==> config.mk <==
export PLATFORM = sky130hd
export DESIGN_NAME = multicycle_controller
export DESIGN_NICKNAME = d
export VERILOG_FILES = /design/src/rtl/multicycle_controller.sv
export SDC_FILE = /design/constraint.sdc
export NUM_CORES = 1
export LEC_CHECK = 0
export ABC_AREA = 1
export ABC_CLOCK_PERIOD_IN_PS = 1990
export BUFFER_PORTS_ARGS = -buffer_cell sky130_fd_sc_hd__clkbuf_2
export CAP_MARGIN = 20
export CORE_MARGIN = 1
export CORE_UTILIZATION = 54
export CTS_CLUSTER_SIZE = 12
export DETAILED_ROUTE_END_ITERATION = 16
export PLACE_DENSITY = 0.81
export SLEW_MARGIN = 20
export SYNTH_ARGS = -nofsm -noshare
export SYNTH_HDL_FRONTEND = slang
export SYNTH_SLANG_ARGS = --single-unit
==> constraint.sdc <==
create_clock -name i_clk -period 1.99 [get_ports i_clk]
set_clock_uncertainty 0.1 [all_clocks]
set_input_delay 0 -clock i_clk [delete_from_list [all_inputs] [get_ports i_clk]]
set_output_delay 0 -clock i_clk [all_outputs]
set_load 0.005 [all_outputs]
==> src/rtl/multicycle_controller.sv <==
// -----------------------------------------------------------------------------
// multicycle_controller
//
// Sequencing FSM for a multicycle RISC-V datapath that shares one ALU and one
// unified instruction/data memory across cycles. It decodes the latched
// instruction fields, walks the datapath through fetch / decode / execute /
// memory / writeback, drives every mux select and write enable, waits on the
// memory-ready handshake and counts retired instructions. Unsupported
// encodings park the controller in HALT until reset.
//
// Ports:
//   i_clk        rising-edge clock
//   i_arst_n     asynchronous active-low reset
//   i_operand    instruction[6:0] (opcode) from the instruction register
//   i_funct3     instruction[14:12]
//   i_funct7b5   instruction[30]
//   i_zero       ALU zero flag
//   i_memReady   memory completes the current access this cycle
//   o_pcUpdate   PC write enable
//   o_adrSrc     memory address select (0 = PC, 1 = result)
//   o_irWrite    instruction register / oldPC write enable
//   o_memWrite   memory write strobe
//   o_regWrite   register file write enable
//   o_resultSrc  result select (00 aluOut, 01 read data, 10 ALU direct)
//   o_aluSrcA    ALU A select (00 PC, 01 oldPC, 10 rs1)
//   o_aluSrcB    ALU B select (00 rs2, 01 immediate, 10 constant 4)
//   o_aluControl ALU op (ADD 0, SUB 1, AND 2, OR 3, XOR 4, SLT 5)
//   o_state      current state encoding
//   o_illegal    controller is halted
//   o_instret    retired-instruction count (wraps)
// -----------------------------------------------------------------------------
module multicycle_controller #(
    parameter int INSTRET_W = 32
) (
    input  logic                 i_clk,
    input  logic                 i_arst_n,
    input  logic [6:0]           i_operand,
    input  logic [2:0]           i_funct3,
    input  logic                 i_funct7b5,
    input  logic                 i_zero,
    input  logic                 i_memReady,
    output logic                 o_pcUpdate,
    output logic                 o_adrSrc,
    output logic                 o_irWrite,
    output logic                 o_memWrite,
    output logic                 o_regWrite,
    output logic [1:0]           o_resultSrc,
    output logic [1:0]           o_aluSrcA,
    output logic [1:0]           o_aluSrcB,
    output logic [3:0]           o_aluControl,
    output logic [3:0]           o_state,
    output logic                 o_illegal,
    output logic [INSTRET_W-1:0] o_instret
);

    localparam logic [3:0] FETCH    = 4'd0;
    localparam logic [3:0] DECODE   = 4'd1;
    localparam logic [3:0] MEMADR   = 4'd2;
    localparam logic [3:0] MEMREAD  = 4'd3;
    localparam logic [3:0] MEMWB    = 4'd4;
    localparam logic [3:0] MEMWRITE = 4'd5;
    localparam logic [3:0] EXECUTER = 4'd6;
    localparam logic [3:0] EXECUTEI = 4'd7;
    localparam logic [3:0] ALUWB    = 4'd8;
    localparam logic [3:0] JAL      = 4'd9;
    localparam logic [3:0] BEQ      = 4'd10;
    localparam logic [3:0] HALT     = 4'd15;

    localparam logic [6:0] OP_LOAD  = 7'b0000011;
    localparam logic [6:0] OP_STORE = 7'b0100011;
    localparam logic [6:0] OP_R     = 7'b0110011;
    localparam logic [6:0] OP_I     = 7'b0010011;
    localparam logic [6:0] OP_JAL   = 7'b1101111;
    localparam logic [6:0] OP_BEQ   = 7'b1100011;

    localparam logic [3:0] ALU_ADD = 4'd0;
    localparam logic [3:0] ALU_SUB = 4'd1;
    localparam logic [3:0] ALU_AND = 4'd2;
    localparam logic [3:0] ALU_OR  = 4'd3;
    localparam logic [3:0] ALU_XOR = 4'd4;
    localparam logic [3:0] ALU_SLT = 4'd5;

    localparam logic [INSTRET_W-1:0] INSTRET_ONE = {{(INSTRET_W-1){1'b0}}, 1'b1};

    logic [3:0]           stateReg;
    logic [3:0]           stateNext;
    logic [INSTRET_W-1:0] instretReg;
    logic                 retire;

    // Enables before reset gating; the reset state is FETCH, whose
    // irWrite/pcUpdate follow i_memReady, so they must be masked explicitly.
    logic pcUpdateRaw;
    logic irWriteRaw;
    logic memWriteRaw;
    logic regWriteRaw;

    // funct3 values with no supported ALU operation (shifts, sltu).
    logic badAluFunct3;
    // funct7b5 only selects SUB; with any other funct3 it names an
    // unsupported R-type (e.g. sra).
    logic badSub;

    assign badAluFunct3 = (i_funct3 == 3'b001) || (i_funct3 == 3'b011) ||
                          (i_funct3 == 3'b101);
    assign badSub       = i_funct7b5 && (i_funct3 != 3'b000);

    function automatic logic [3:0] aluFromFunct3(input logic [2:0] funct3,
                                                 input logic       useSub);
        logic [3:0] op;
        op = ALU_ADD;
        case (funct3)
            3'b000:  op = useSub ? ALU_SUB : ALU_ADD;
            3'b010:  op = ALU_SLT;
            3'b100:  op = ALU_XOR;
            3'b110:  op = ALU_OR;
            3'b111:  op = ALU_AND;
            default: op = ALU_ADD;
        endcase
        return op;
    endfunction

    // State and retire counter.
    always_ff @(posedge i_clk or negedge i_arst_n) begin
        if (!i_arst_n) begin
            stateReg   <= FETCH;
            instretReg <= '0;
        end else begin
            stateReg <= stateNext;
            if (retire) begin
                instretReg <= instretReg + INSTRET_ONE;
            end
        end
    end

    // Next-state logic.
    always_comb begin
        stateNext = stateReg;
        case (stateReg)
            FETCH:    if (i_memReady) stateNext = DECODE;
            DECODE: begin
                case (i_operand)
                    OP_LOAD, OP_STORE: stateNext = MEMADR;
                    OP_R:     stateNext = (badAluFunct3 || badSub) ? HALT : EXECUTER;
                    OP_I:     stateNext = badAluFunct3 ? HALT : EXECUTEI;
                    OP_JAL:   stateNext = JAL;
                    OP_BEQ:   stateNext = BEQ;
                    default:  stateNext = HALT;
                endcase
            end
            // Opcode bit 5 separates stores (0100011) from loads (0000011).
            MEMADR:   stateNext = i_operand[5] ? MEMWRITE : MEMREAD;
            MEMREAD:  if (i_memReady) stateNext = MEMWB;
            MEMWB:    stateNext = FETCH;
            MEMWRITE: if (i_memReady) stateNext = FETCH;
            EXECUTER: stateNext = ALUWB;
            EXECUTEI: stateNext = ALUWB;
            ALUWB:    stateNext = FETCH;
            JAL:      stateNext = ALUWB;
            BEQ:      stateNext = FETCH;
            HALT:     stateNext = HALT;
            default:  stateNext = HALT;
        endcase
    end

    // An instruction retires on the edge that leaves its final state.
    assign retire = (stateReg == MEMWB) || (stateReg == ALUWB) ||
                    (stateReg == BEQ)   ||
                    ((stateReg == MEMWRITE) && i_memReady);

    // Output decode.
    always_comb begin
        pcUpdateRaw  = 1'b0;
        irWriteRaw   = 1'b0;
        memWriteRaw  = 1'b0;
        regWriteRaw  = 1'b0;
        o_adrSrc     = 1'b0;
        o_resultSrc  = 2'b00;
        o_aluSrcA    = 2'b00;
        o_aluSrcB    = 2'b00;
        o_aluControl = ALU_ADD;
        o_illegal    = 1'b0;
        case (stateReg)
            FETCH: begin
                o_aluSrcB   = 2'b10;
                o_resultSrc = 2'b10;
                irWriteRaw  = i_memReady;
                pcUpdateRaw = i_memReady;
            end
            DECODE: begin
                o_aluSrcA = 2'b01;
                o_aluSrcB = 2'b01;
            end
            MEMADR: begin
                o_aluSrcA = 2'b10;
                o_aluSrcB = 2'b01;
            end
            MEMREAD: begin
                o_adrSrc = 1'b1;
            end
            MEMWB: begin
                o_resultSrc = 2'b01;
                regWriteRaw = 1'b1;
            end
            MEMWRITE: begin
                o_adrSrc    = 1'b1;
                memWriteRaw = 1'b1;
            end
            EXECUTER: begin
                o_aluSrcA    = 2'b10;
                o_aluControl = aluFromFunct3(i_funct3, i_funct7b5);
            end
            EXECUTEI: begin
                o_aluSrcA    = 2'b10;
                o_aluSrcB    = 2'b01;
                o_aluControl = aluFromFunct3(i_funct3, 1'b0);
            end
            ALUWB: begin
                regWriteRaw = 1'b1;
            end
            JAL: begin
                // ALU forms the link value oldPC+4 while the jump target,
                // computed in DECODE, is taken from aluOut.
                o_aluSrcA   = 2'b01;
                o_aluSrcB   = 2'b10;
                pcUpdateRaw = 1'b1;
            end
            BEQ: begin
                o_aluSrcA    = 2'b10;
                o_aluControl = ALU_SUB;
                pcUpdateRaw  = i_zero;
            end
            HALT: begin
                o_illegal = 1'b1;
            end
            default: begin
                o_illegal = 1'b0;
            end
        endcase
    end

    assign o_pcUpdate = pcUpdateRaw & i_arst_n;
    assign o_irWrite  = irWriteRaw  & i_arst_n;
    assign o_memWrite = memWriteRaw & i_arst_n;
    assign o_regWrite = regWriteRaw & i_arst_n;
    assign o_state    = stateReg;
    assign o_instret  = instretReg;

endmodule
==> results.tsv, run 1 <==
stage	metric	value	unit
run_status	status	finished clean	
critical_path	critical_path_buf_inv_count	2	
critical_path	rrSetupSlack	0.24	ns
synthesis	yosysSeqAreaShare	34.19	%
placement	post-dp-hpwl	5420	µm
clock_tree	cts_tree	done	
critical_path	r2r_cells	9	
die	fp.coreArea	0.004723	mm²
critical_path	cp-end-kind	primary output	
die	core.rowCount	25	
clock_tree	clock_sinks	36	
synthesis	yosys_warnings	0	
critical_path	worst-setup-path-type	flip-flop to primary output	
routing	wirelength	6896	µm
synthesis	yosysTopAreaCell	dfrtp_1	
grt	grt_pass1_wl	11180	µm
critical_path	crit_arrival	1.68	ns
layout	drive_above_1_share	16.83	%
timing	holdWs	0.02311	ns
clock_tree	numCtsBuffers	5	
placement	gp_congestion	0.9204	
synthesis	synth_top_cell_area_share	34.19	%
synthesis	ys_top_cells_by_count	nand2_1, nor2_1, inv_1	
synthesis	synthCells	440	
critical_path	r2r-end	o_instret[26]$_DFFE_PN0P_	
clock_tree	cts_root_buf	clkbuf_8	
critical_path	cpPeakStageDelay	0.46	ns
critical_path	cp_slowest_cell	dfrtp_1	
layout	syn2layout_area_growth	18.71	%
routing	first_pass_iters	5	
layout	nNetsFinal	527	
grt	antenna_found_initial	0	
die	fp.dieH	71.86	µm
power_and_ir_drop	power.density	889.9	mW/mm²
clock_tree	clk_latency	0.28	ns
critical_path	rr_startpoint	o_state[2]$_DFFE_PN0P_	
power_and_ir_drop	p_leak	1.650	nW
timing	slew_viol_final	0	
synthesis	synth.most_common_cell	nand2_1	
synthesis	synth_area_per_cell	5.989	µm²
critical_path	cp_top_family	simple AND/OR/NAND/NOR gates	
synthesis	synth_flop_cell	dfrtp_1	
routing	drtAntennaViolNets	0	
grt	overflow	0	
die	io_pins	67	
run	drv_cap	0	
clock_tree	path_clk_slew	0.07	ns
timing	period_needed	1.780	ns
timing	setup-violations-final	0	
routing	drt_first_iter_violations	141	
min_path	hold_depth	5	
synthesis	synthesis.nets	456	
min_path	worstHoldEndpoint	o_state[3]$_DFFE_PN0P_	
die	fp.dieW	71.86	µm
clock_tree	cts.path.max_buffers	2	
critical_path	crit_path_cell_trace	nor2_1, inv_1, nor2_1, a21oi_1, nand2_1, clkbuf_2	
timing	final_hold_viol_count	0	
power_and_ir_drop	peakVddDrop	700.6	µV
synthesis	synth.distinct_cells	25	
placement	port_buffers	65	
routing	drcViolationCount	0	
grt	grt_usage	27.59	%
critical_path	critPathMaxFanout	8	
synthesis	synth_area_leaders	dfrtp_1, nand2_1, nor2_1	
critical_path	cp_data_required_time	1.89	ns
timing	timing.setup.tns	0	ns
routing	routedWlPerCell	11.93	µm
critical_path	critPathLaunchType	flip-flop	
synthesis	ys_ff_latch	36	
routing	vias_per_cell	5.002	
power_and_ir_drop	finalPower	2.784	mW
synthesis	synth_area	0.002635	mm²
synthesis	async_reset_ff_share	100.0	%
critical_path	cp_common_cell	nor2_1	
clock_tree	htree_levels	2	
timing	max_freq	0.5619	GHz
layout	antenna_cells	0	
min_path	hold_path.class	input port to flip-flop	
die	initial_core_util	55.79	%
synthesis	synth_edf_count	0	
grt	grt_pass1_vias	2495	
min_path	min_from	i_operand[6]	
grt	grt_max_degree	40	
routing	num_vias	2891	
timing	rsz0062_at_grt	no	
timing	min_period_over_period	89.43	%
die	die-area	0.005163	mm²
==> power by group <==
| part | leakage [nW] | switching [mW] | internal (mW) | total, mW |
|---|---|---|---|---|
| clock network | 0.0410 | 0.251 | 0.238 | 0.490 |
| registers | 0.486 | 0.168 | 0.834 | 1.00 |
| logic | 1.12 | 0.834 | 0.458 | 1.29 |
| total | 1.65 | 1.25 | 1.53 | 2.78 |
==> timing repair <==
item / in CTS / in global routing
setup buffers: 0 / 0
gates resized for setup: 0 / 1
endpoints found under the hold margin: 26 / 0
hold buffers: 3 / 0
endpoints found under the setup margin: 0 / 5
==> per-stage QoR <==
| step | util, % | setup slack (ns) | cells | instance area, µm² |
|---|---|---|---|---|
| finish | 66.23 | 0.2103 | 578 | 3128 |
| global route | 66.23 | 0.05111 | 578 | 3128 |
| CTS | 66.17 | 0.1677 | 578 | 3126 |
| detailed placement | 63.89 | 0.1666 | 568 | 3018 |
| global placement | 63.89 | 0.2277 | 568 | 3018 |
| floorplan | - | 0.3944 | 440 | 2635 |
==> tightest hold or removal path, delay by kind of cell <==
kind,cells,cell delay (ns)
AND/OR/NAND/NOR,3,0.17
AO/OA/AOI/OAI,1,0.08
buffers and inverters,1,0.11
==> how the worst max path moves through the flow <==
| stage | startpoint | to | cells after the start |
|---|---|---|---|
| 2_1_floorplan | o_instret[0]$_DFFE_PN0P_ | o_instret[30]$_DFFE_PN0P_ | 10 |
| 3_3_place_gp | o_instret[0]$_DFFE_PN0P_ | o_instret[30]$_DFFE_PN0P_ | 10 |
| 3_5_place_dp | o_instret[0]$_DFFE_PN0P_ | o_instret[30]$_DFFE_PN0P_ | 10 |
| 4_1_cts | o_instret[0]$_DFFE_PN0P_ | o_instret[30]$_DFFE_PN0P_ | 10 |
| 5_1_grt | o_instret[1]$_DFFE_PN0P_ | o_instret[30]$_DFFE_PN0P_ | 10 |
| 6_report | o_state[3]$_DFFE_PN0P_ | o_aluSrcB[0] | 6 |
==> cell usage in the layout, fill, tap and decap left out <==
| cell type | synthesis | layout |
|---|---|---|
| nand2_2 | 3 | 3 |
| inv_1 | 48 | 48 |
| buf_12 | 0 | 1 |
| buf_4 | 2 | 1 |
| conb_1 | 1 | 1 |
| xor2_1 | 8 | 8 |
| o211ai_1 | 1 | 1 |
| nor4_1 | 1 | 1 |
| nand3_1 | 26 | 26 |
| nand4_1 | 5 | 5 |
| o21ai_1 | 1 | 1 |
| nor2_2 | 2 | 3 |
| nor2_1 | 84 | 83 |
| nand3_2 | 2 | 2 |
| clkbuf_1 | 0 | 1 |
| inv_2 | 3 | 3 |
| o21ai_2 | 2 | 2 |
| ha_1 | 1 | 1 |
| dfrtp_1 | 36 | 36 |
| o31ai_1 | 1 | 1 |
| a21oi_1 | 8 | 8 |
| xnor2_1 | 5 | 5 |
| o21ai_0 | 7 | 7 |
| nor3_1 | 2 | 2 |
| nand2_1 | 187 | 187 |
| clkbuf_8 | 0 | 5 |
| clkbuf_2 | 0 | 65 |
| dlygate4sd3_1 | 0 | 3 |
| clkinv_2 | 0 | 1 |
==> sequential cells by signal, summed over array words and instances, names as in the netlist <==
name / cells
o_state: 4
o_instret: 32
==> logic make-up (layout without fill, tap and decap cells) <==
| group | Yosys count | in the layout | share of synthesized area [%] |
|---|---|---|---|
| AO/OA/AOI/OAI | 20 | 20 | 4.274 |
| XOR/XNOR | 13 | 13 | 4.321 |
| adder cells (fa/ha/maj) | 1 | 1 | 0.4748 |
| buffers and inverters | 57 | 128 | 9.306 |
| flip-flops | 36 | 36 | 34.19 |
| other | 1 | 1 | 0.1423 |
| AND/OR/NAND/NOR | 312 | 312 | 47.29 |
==> layout make-up <==
type                    count  area [µm²]
flip-flops and latches     36       900.9
repair buffers             70       382.9
fillers                   466        1595
multi-input cells         347        1491
inverters                  51       191.4
clock inverters             1       5.005
well taps                  67       83.83
clock buffers               6       72.57
==> layer usage <==
metal  GRT usage, %  part of all wire, %  routed length [µm]
met1          35.97                   45                3120
met2          47.59                   48                3329
met3          3.516                  4.6                 314
met4          8.715                  1.9                 131
met5              0                    0                   0
No activity file was read; power rests on OpenSTA's default activity.
==> inputs of run 2 (changes only) <==
--- a/config.mk
+++ b/config.mk
@@ -9,11 +9,13 @@
 export ABC_CLOCK_PERIOD_IN_PS = 1990
 export BUFFER_PORTS_ARGS = -buffer_cell sky130_fd_sc_hd__clkbuf_2
 export CAP_MARGIN = 20
+export CELL_PAD_IN_SITES_DETAIL_PLACEMENT = 0
+export CELL_PAD_IN_SITES_GLOBAL_PLACEMENT = 1
 export CORE_MARGIN = 1
-export CORE_UTILIZATION = 54
+export CORE_UTILIZATION = 36
 export CTS_CLUSTER_SIZE = 12
 export DETAILED_ROUTE_END_ITERATION = 16
-export PLACE_DENSITY = 0.81
+export PLACE_DENSITY_LB_ADDON = 0.1
 export SLEW_MARGIN = 20
 export SYNTH_ARGS = -nofsm -noshare
 export SYNTH_HDL_FRONTEND = slang
==> run 2 against run 1 <==
Net effect: critical path depth increased by 4; flip-flop and latch count unchanged; register-to-register slack got worse by 0.04 ns; setup slack lost 0.012 ns; sequential power hardly changed; critical endpoint is now o_instret[30]$_DFFE_PN0P_; highest routed layer unchanged.
==> results.tsv, run 2 (synthesized netlist as in run 1, its figures left out) <==
stage	metric	value	unit
timing	max_freq	0.5582	GHz
grt	overflow	0	
clock_tree	path_clk_slew	0.09	ns
die	fp.coreArea	0.006944	mm²
placement	place_ws	0.1740	ns
grt	grt_usage	21.04	%
die	io_pins	67	
placement	gp_congestion	0.8673	
clock_tree	clk_latency	0.31	ns
critical_path	critPathLaunchType	flip-flop	
critical_path	cp_slowest_cell	dfrtp_1	
clock_tree	htree_levels	2	
die	fp.dieW	87.56	µm
routing	vias_per_cell	4.610	
clock_tree	post-cts-setup-buffers	0	
layout	antenna_cells	0	
timing	final_hold_viol_count	0	
min_path	hold_path.class	input port to flip-flop	
critical_path	cp-end-kind	flip-flop	
critical_path	critPathMaxFanout	5	
critical_path	cp_data_required_time	2.08	ns
critical_path	cp_top_family	simple AND/OR/NAND/NOR gates	
die	die-area	0.007666	mm²
critical_path	r2r_cells	10	
routing	num_vias	2817	
min_path	hold_depth	5	
routing	drcViolationCount	0	
routing	drtAntennaViolNets	0	
power_and_ir_drop	power.density	902.6	mW/mm²
layout	nNetsFinal	530	
layout	layout_common_cells	nand2_1, nor2_1, clkbuf_2	
timing	slew_viol_final	0	
clock_tree	clock_sinks	36	
grt	antenna_found_initial	0	
critical_path	crit_arrival	1.88	ns
timing	period_needed	1.791	ns
timing	min_period_over_period	90.02	%
critical_path	rrSetupSlack	0.20	ns
layout	fill_cells	791	
critical_path	cpPeakStageDelay	0.44	ns
critical_path	r2r-end	o_instret[30]$_DFFE_PN0P_	
timing	timing.setup.tns	0	ns
critical_path	rr_startpoint	o_instret[1]$_DFFE_PN0P_	
routing	routedWlPerCell	12.39	µm
critical_path	crit_path_cell_trace	ha_1, inv_1, nor2_1, nand2_1, nor2_2, nand2_1, nand2_1, nand2_1, nand2_1, nand2_1	
layout	syn2layout_area_growth	21.51	%
clock_tree	cts_tree	done	
die	fp.dieH	87.56	µm
routing	drt_first_iter_violations	134	
die	core.rowCount	30	
critical_path	critical_path_buf_inv_count	1	
placement	dpl_cell_area	0.003077	mm²
layout	largest_reg_flops	32	
critical_path	cp_common_cell	nand2_1	
power_and_ir_drop	peakVddDrop	423.9	µV
layout	drive_above_1_share	17.67	%
placement	post-dp-hpwl	5910	µm
clock_tree	numCtsBuffers	5	
routing	first_pass_iters	4	
run_status	status	finished clean	
layout	mostFrequentLayoutCell	nand2_1	
power_and_ir_drop	p_leak	1.666	nW
layout	finalInstanceArea	0.003202	mm²
power_and_ir_drop	finalPower	2.890	mW
timing	worst_slack	0.1985	ns
clock_tree	cts_root_buf	clkbuf_8	
die	initial_core_util	37.95	%
clock_tree	cts.path.max_buffers	2	
timing	setup-violations-final	0	
run	drv_cap	0	
routing	wirelength	7570	µm
critical_path	worst-setup-path-type	flip-flop to flip-flop	
grt	grt_pass1_vias	2562	
min_path	worstHoldEndpoint	o_state[3]$_DFFE_PN0P_	
min_path	min_from	i_operand[6]	
placement	port_buffers	65	
grt	grt_max_degree	37	
timing	rsz0062_at_grt	no	
grt	grt_pass1_wl	12370	µm
==> run 2: routing by layer <==
layer  vias to the layer above  GRT usage [%]  part of all wire [%]
li1                       1493              -                     -
met1                      1269          29.13                    49
met2                        48          35.01                    47
met3                         7          2.922                   3.1
met4                         0          4.471                  0.79
met5                         -              0                     0
==> run 2: repair_timing <==
action | CTS | global route
endpoints found under the setup margin | 0 | 2
hold buffers | 3 | 0
hold endpoints to repair | 39 | 0
resized for setup | 0 | 1
==> run 2: how the worst max path moves through the flow <==
stage                              from                   endpoint  slack (ns)  cells past startpoint
5_1_grt        o_instret[0]$_DFFE_PN0P_  o_instret[28]$_DFFE_PN0P_        0.01                     10
2_1_floorplan  o_instret[0]$_DFFE_PN0P_  o_instret[30]$_DFFE_PN0P_        0.39                     10
4_1_cts        o_instret[1]$_DFFE_PN0P_  o_instret[30]$_DFFE_PN0P_        0.14                     10
3_3_place_gp   o_instret[0]$_DFFE_PN0P_  o_instret[30]$_DFFE_PN0P_        0.24                     10
3_5_place_dp   o_instret[0]$_DFFE_PN0P_  o_instret[30]$_DFFE_PN0P_        0.17                     10
6_report       o_instret[1]$_DFFE_PN0P_  o_instret[30]$_DFFE_PN0P_        0.20                     10
==> run 2: cell type report <==
cell class              count  area, µm²  share of cell area [%]
repair buffers             73      405.4                   12.66
clock buffers               5      68.82                   2.149
multi-input cells         347       1491                   46.58
flip-flops and latches     36      900.9                   28.14
clock inverters             3      23.77                  0.7425
inverters                  51      191.4                   5.979
well taps                  96      120.1                   3.751
==> run 2: worst reg2reg max path: cells and delay by family (launching register included) <==
family | cells | cell delay [ns]
adder cells (fa/ha/maj) | 1 | 0.22
AND/OR/NAND/NOR | 8 | 0.86
buffers and inverters | 1 | 0.06
flip-flops | 1 | 0.44
==> run 2: power breakdown <==
part           internal [mW]  switching, mW  total, mW
logic                  0.483          0.848       1.33
registers              0.833          0.168       1.00
clock network          0.248          0.310      0.558
total                   1.56           1.33       2.89
==> run 2: stage by stage <==
step,instances,hold slack (ns),util (%)
after global placement,600,0.04763,44.31
after floorplan,440,-0.3956,-
after detailed placement,600,0.03523,44.31
after global routing,611,0.05144,46.11
after CTS,611,0.005080,46.07
final,611,0.005889,46.11
==> inputs of run 3 (changes only) <==
--- a/config.mk
+++ b/config.mk
@@ -7,7 +7,7 @@
 export LEC_CHECK = 0
 export ABC_AREA = 1
 export ABC_CLOCK_PERIOD_IN_PS = 1990
-export BUFFER_PORTS_ARGS = -buffer_cell sky130_fd_sc_hd__clkbuf_2
+export BUFFER_PORTS_ARGS = -buffer_cell sky130_fd_sc_hd__buf_2
 export CAP_MARGIN = 20
 export CELL_PAD_IN_SITES_DETAIL_PLACEMENT = 0
 export CELL_PAD_IN_SITES_GLOBAL_PLACEMENT = 1
@@ -15,7 +15,7 @@
 export CORE_UTILIZATION = 36
 export CTS_CLUSTER_SIZE = 12
 export DETAILED_ROUTE_END_ITERATION = 16
-export PLACE_DENSITY_LB_ADDON = 0.1
+export PLACE_DENSITY = 0.86
 export SLEW_MARGIN = 20
 export SYNTH_ARGS = -nofsm -noshare
 export SYNTH_HDL_FRONTEND = slang
==> run 3 against run 2 <==
Net effect: cell area is 0.70% lower; sequential power hardly changed; critical path depth down 2; critical path type is now flip-flop to primary output.
==> results.tsv, run 3 (synthesized netlist as in run 1, its figures left out) <==
stage	metric	value	unit
die	fp.dieW	87.56	µm
grt	overflow	0	
grt	grt_max_degree	40	
routing	drcViolationCount	0	
clock_tree	cts_root_buf	clkbuf_8	
die	initial_core_util	37.95	%
die	fp.coreArea	0.006944	mm²
power_and_ir_drop	p_leak	1.694	nW
critical_path	cp_data_required_time	1.89	ns
timing	timing.setup.tns	0	ns
die	fp.dieH	87.56	µm
layout	fill_cells	776	
layout	nNetsFinal	527	
clock_tree	path_clk_slew	0.07	ns
layout	mostFrequentLayoutCell	nand2_1	
grt	grt_pass1_vias	2631	
critical_path	critical_path_buf_inv_count	3	
timing	final_hold_viol_count	0	
timing	rsz0062_at_grt	no	
placement	post-dp-hpwl	5588	µm
layout	antenna_cells	0	
clock_tree	cts_tree	done	
layout	fin_cells	608	
critical_path	crit_arrival	1.70	ns
critical_path	cp_common_cell	nand2_1	
routing	drt_first_iter_violations	170	
routing	num_vias	2845	
critical_path	cp-end-kind	primary output	
routing	first_pass_iters	5	
critical_path	cp_top_family	simple AND/OR/NAND/NOR gates	
die	core.rowCount	30	
layout	syn2layout_area_growth	20.66	%
clock_tree	post-cts-setup-buffers	0	
timing	holdWs	0.02025	ns
min_path	hold_path.class	input port to flip-flop	
clock_tree	numCtsBuffers	5	
routing	routedWlPerCell	11.60	µm
critical_path	critPathMaxFanout	8	
critical_path	cp_slowest_cell	dfrtp_1	
power_and_ir_drop	power.density	883.5	mW/mm²
timing	setup-violations-final	0	
clock_tree	clock_sinks	36	
layout	final_util	45.78	%
placement	place_ws	0.1907	ns
run_status	status	finished clean	
placement	dpl_cell_area	0.003054	mm²
routing	drtAntennaViolNets	0	
timing	slew_viol_final	0	
grt	grt_pass1_wl	12160	µm
critical_path	worst-setup-path-type	flip-flop to primary output	
placement	gp_congestion	0.9111	
clock_tree	htree_levels	2	
timing	max_freq	0.5559	GHz
critical_path	crit_path_cell_trace	nor2_1, nand2_1, inv_1, nand2_1, nand3_1, nand2_1, inv_1, buf_2	
power_and_ir_drop	finalPower	2.809	mW
clock_tree	cts.path.max_buffers	2	
layout	layout_common_cells	nand2_1, nor2_1, buf_2	
grt	grt_usage	20.17	%
power_and_ir_drop	peakVddDrop	505.9	µV
clock_tree	clk_latency	0.29	ns
timing	min_period_over_period	90.39	%
critical_path	cpPeakStageDelay	0.46	ns
placement	dp_cells	597	
routing	vias_per_cell	4.679	
timing	worst_slack	0.1912	ns
layout	multi_input_area	0.001491	mm²
critical_path	critPathLaunchType	flip-flop	
layout	seq_area	900.9	µm²
die	die-area	0.007666	mm²
layout	finalInstanceArea	0.003179	mm²
run	drv_cap	0	
grt	antenna_found_initial	0	
layout	largest_reg_flops	32	
timing	period_needed	1.799	ns
layout	drive_above_1_share	17.19	%
die	io_pins	67	
routing	wirelength	7052	µm
placement	port_buffers	65	
## run 3: final cells by class
class / instances / share of cell area (%)
clock buffer: 6 / 2.597
clock inverter: 2 / 0.3148
inverter: 51 / 6.021
multi-input combinational: 347 / 46.91
sequential: 36 / 28.34
tap: 96 / 3.778
timing repair buffer: 70 / 12.04
## run 3: final timing paths
check	start	end	slack, ns	cells past startpoint
worst max-delay path	o_state[3]$_DFFE_PN0P_	o_pcUpdate	0.19	8
worst min-delay path	i_operand[5]	o_state[1]$_DFFE_PN0P_	0.02	4
worst max register to register	o_instret[0]$_DFFE_PN0P_	o_instret[30]$_DFFE_PN0P_	0.23	10
worst min register to register	o_instret[6]$_DFFE_PN0P_	o_instret[6]$_DFFE_PN0P_	0.43	1
max in group asynchronous	i_arst_n	o_instret[13]$_DFFE_PN0P_	1.07	3
min in group asynchronous	i_arst_n	o_instret[3]$_DFFE_PN0P_	0.09	2
## run 3: timing repair
item | CTS | global route
endpoints found under the setup margin | 0 | 2
hold buffers | 3 | 0
gates resized for setup | 0 | 1
endpoints found under the hold margin | 20 | 0
## run 3: where the power goes
group          total, mW  switching, mW  internal [mW]  leakage, nW
logic               1.27          0.813          0.461         1.16
registers           1.00          0.167          0.834        0.486
clock network      0.533          0.257          0.276       0.0510
total               2.81           1.24           1.57         1.69
## run 3: worst register-to-register path, stage by stage (launching register included)
cell     delay, ns
dfrtp_1       0.42
ha_1          0.23
inv_1         0.08
nor2_2        0.21
nand2_1       0.12
nor2_1        0.22
nand2_1       0.09
nand2_1       0.06
nand2_1       0.05
nand2_1       0.05
nand2_1       0.04
## run 3: layer usage
metal | GRT usage (%) | routed length [µm] | vias up
li1 | - | - | 1485
met1 | 26.41 | 3349 | 1283
met2 | 34.09 | 3279 | 68
met3 | 3.770 | 294 | 9
met4 | 5.663 | 129 | 0
met5 | 0 | 0 | -
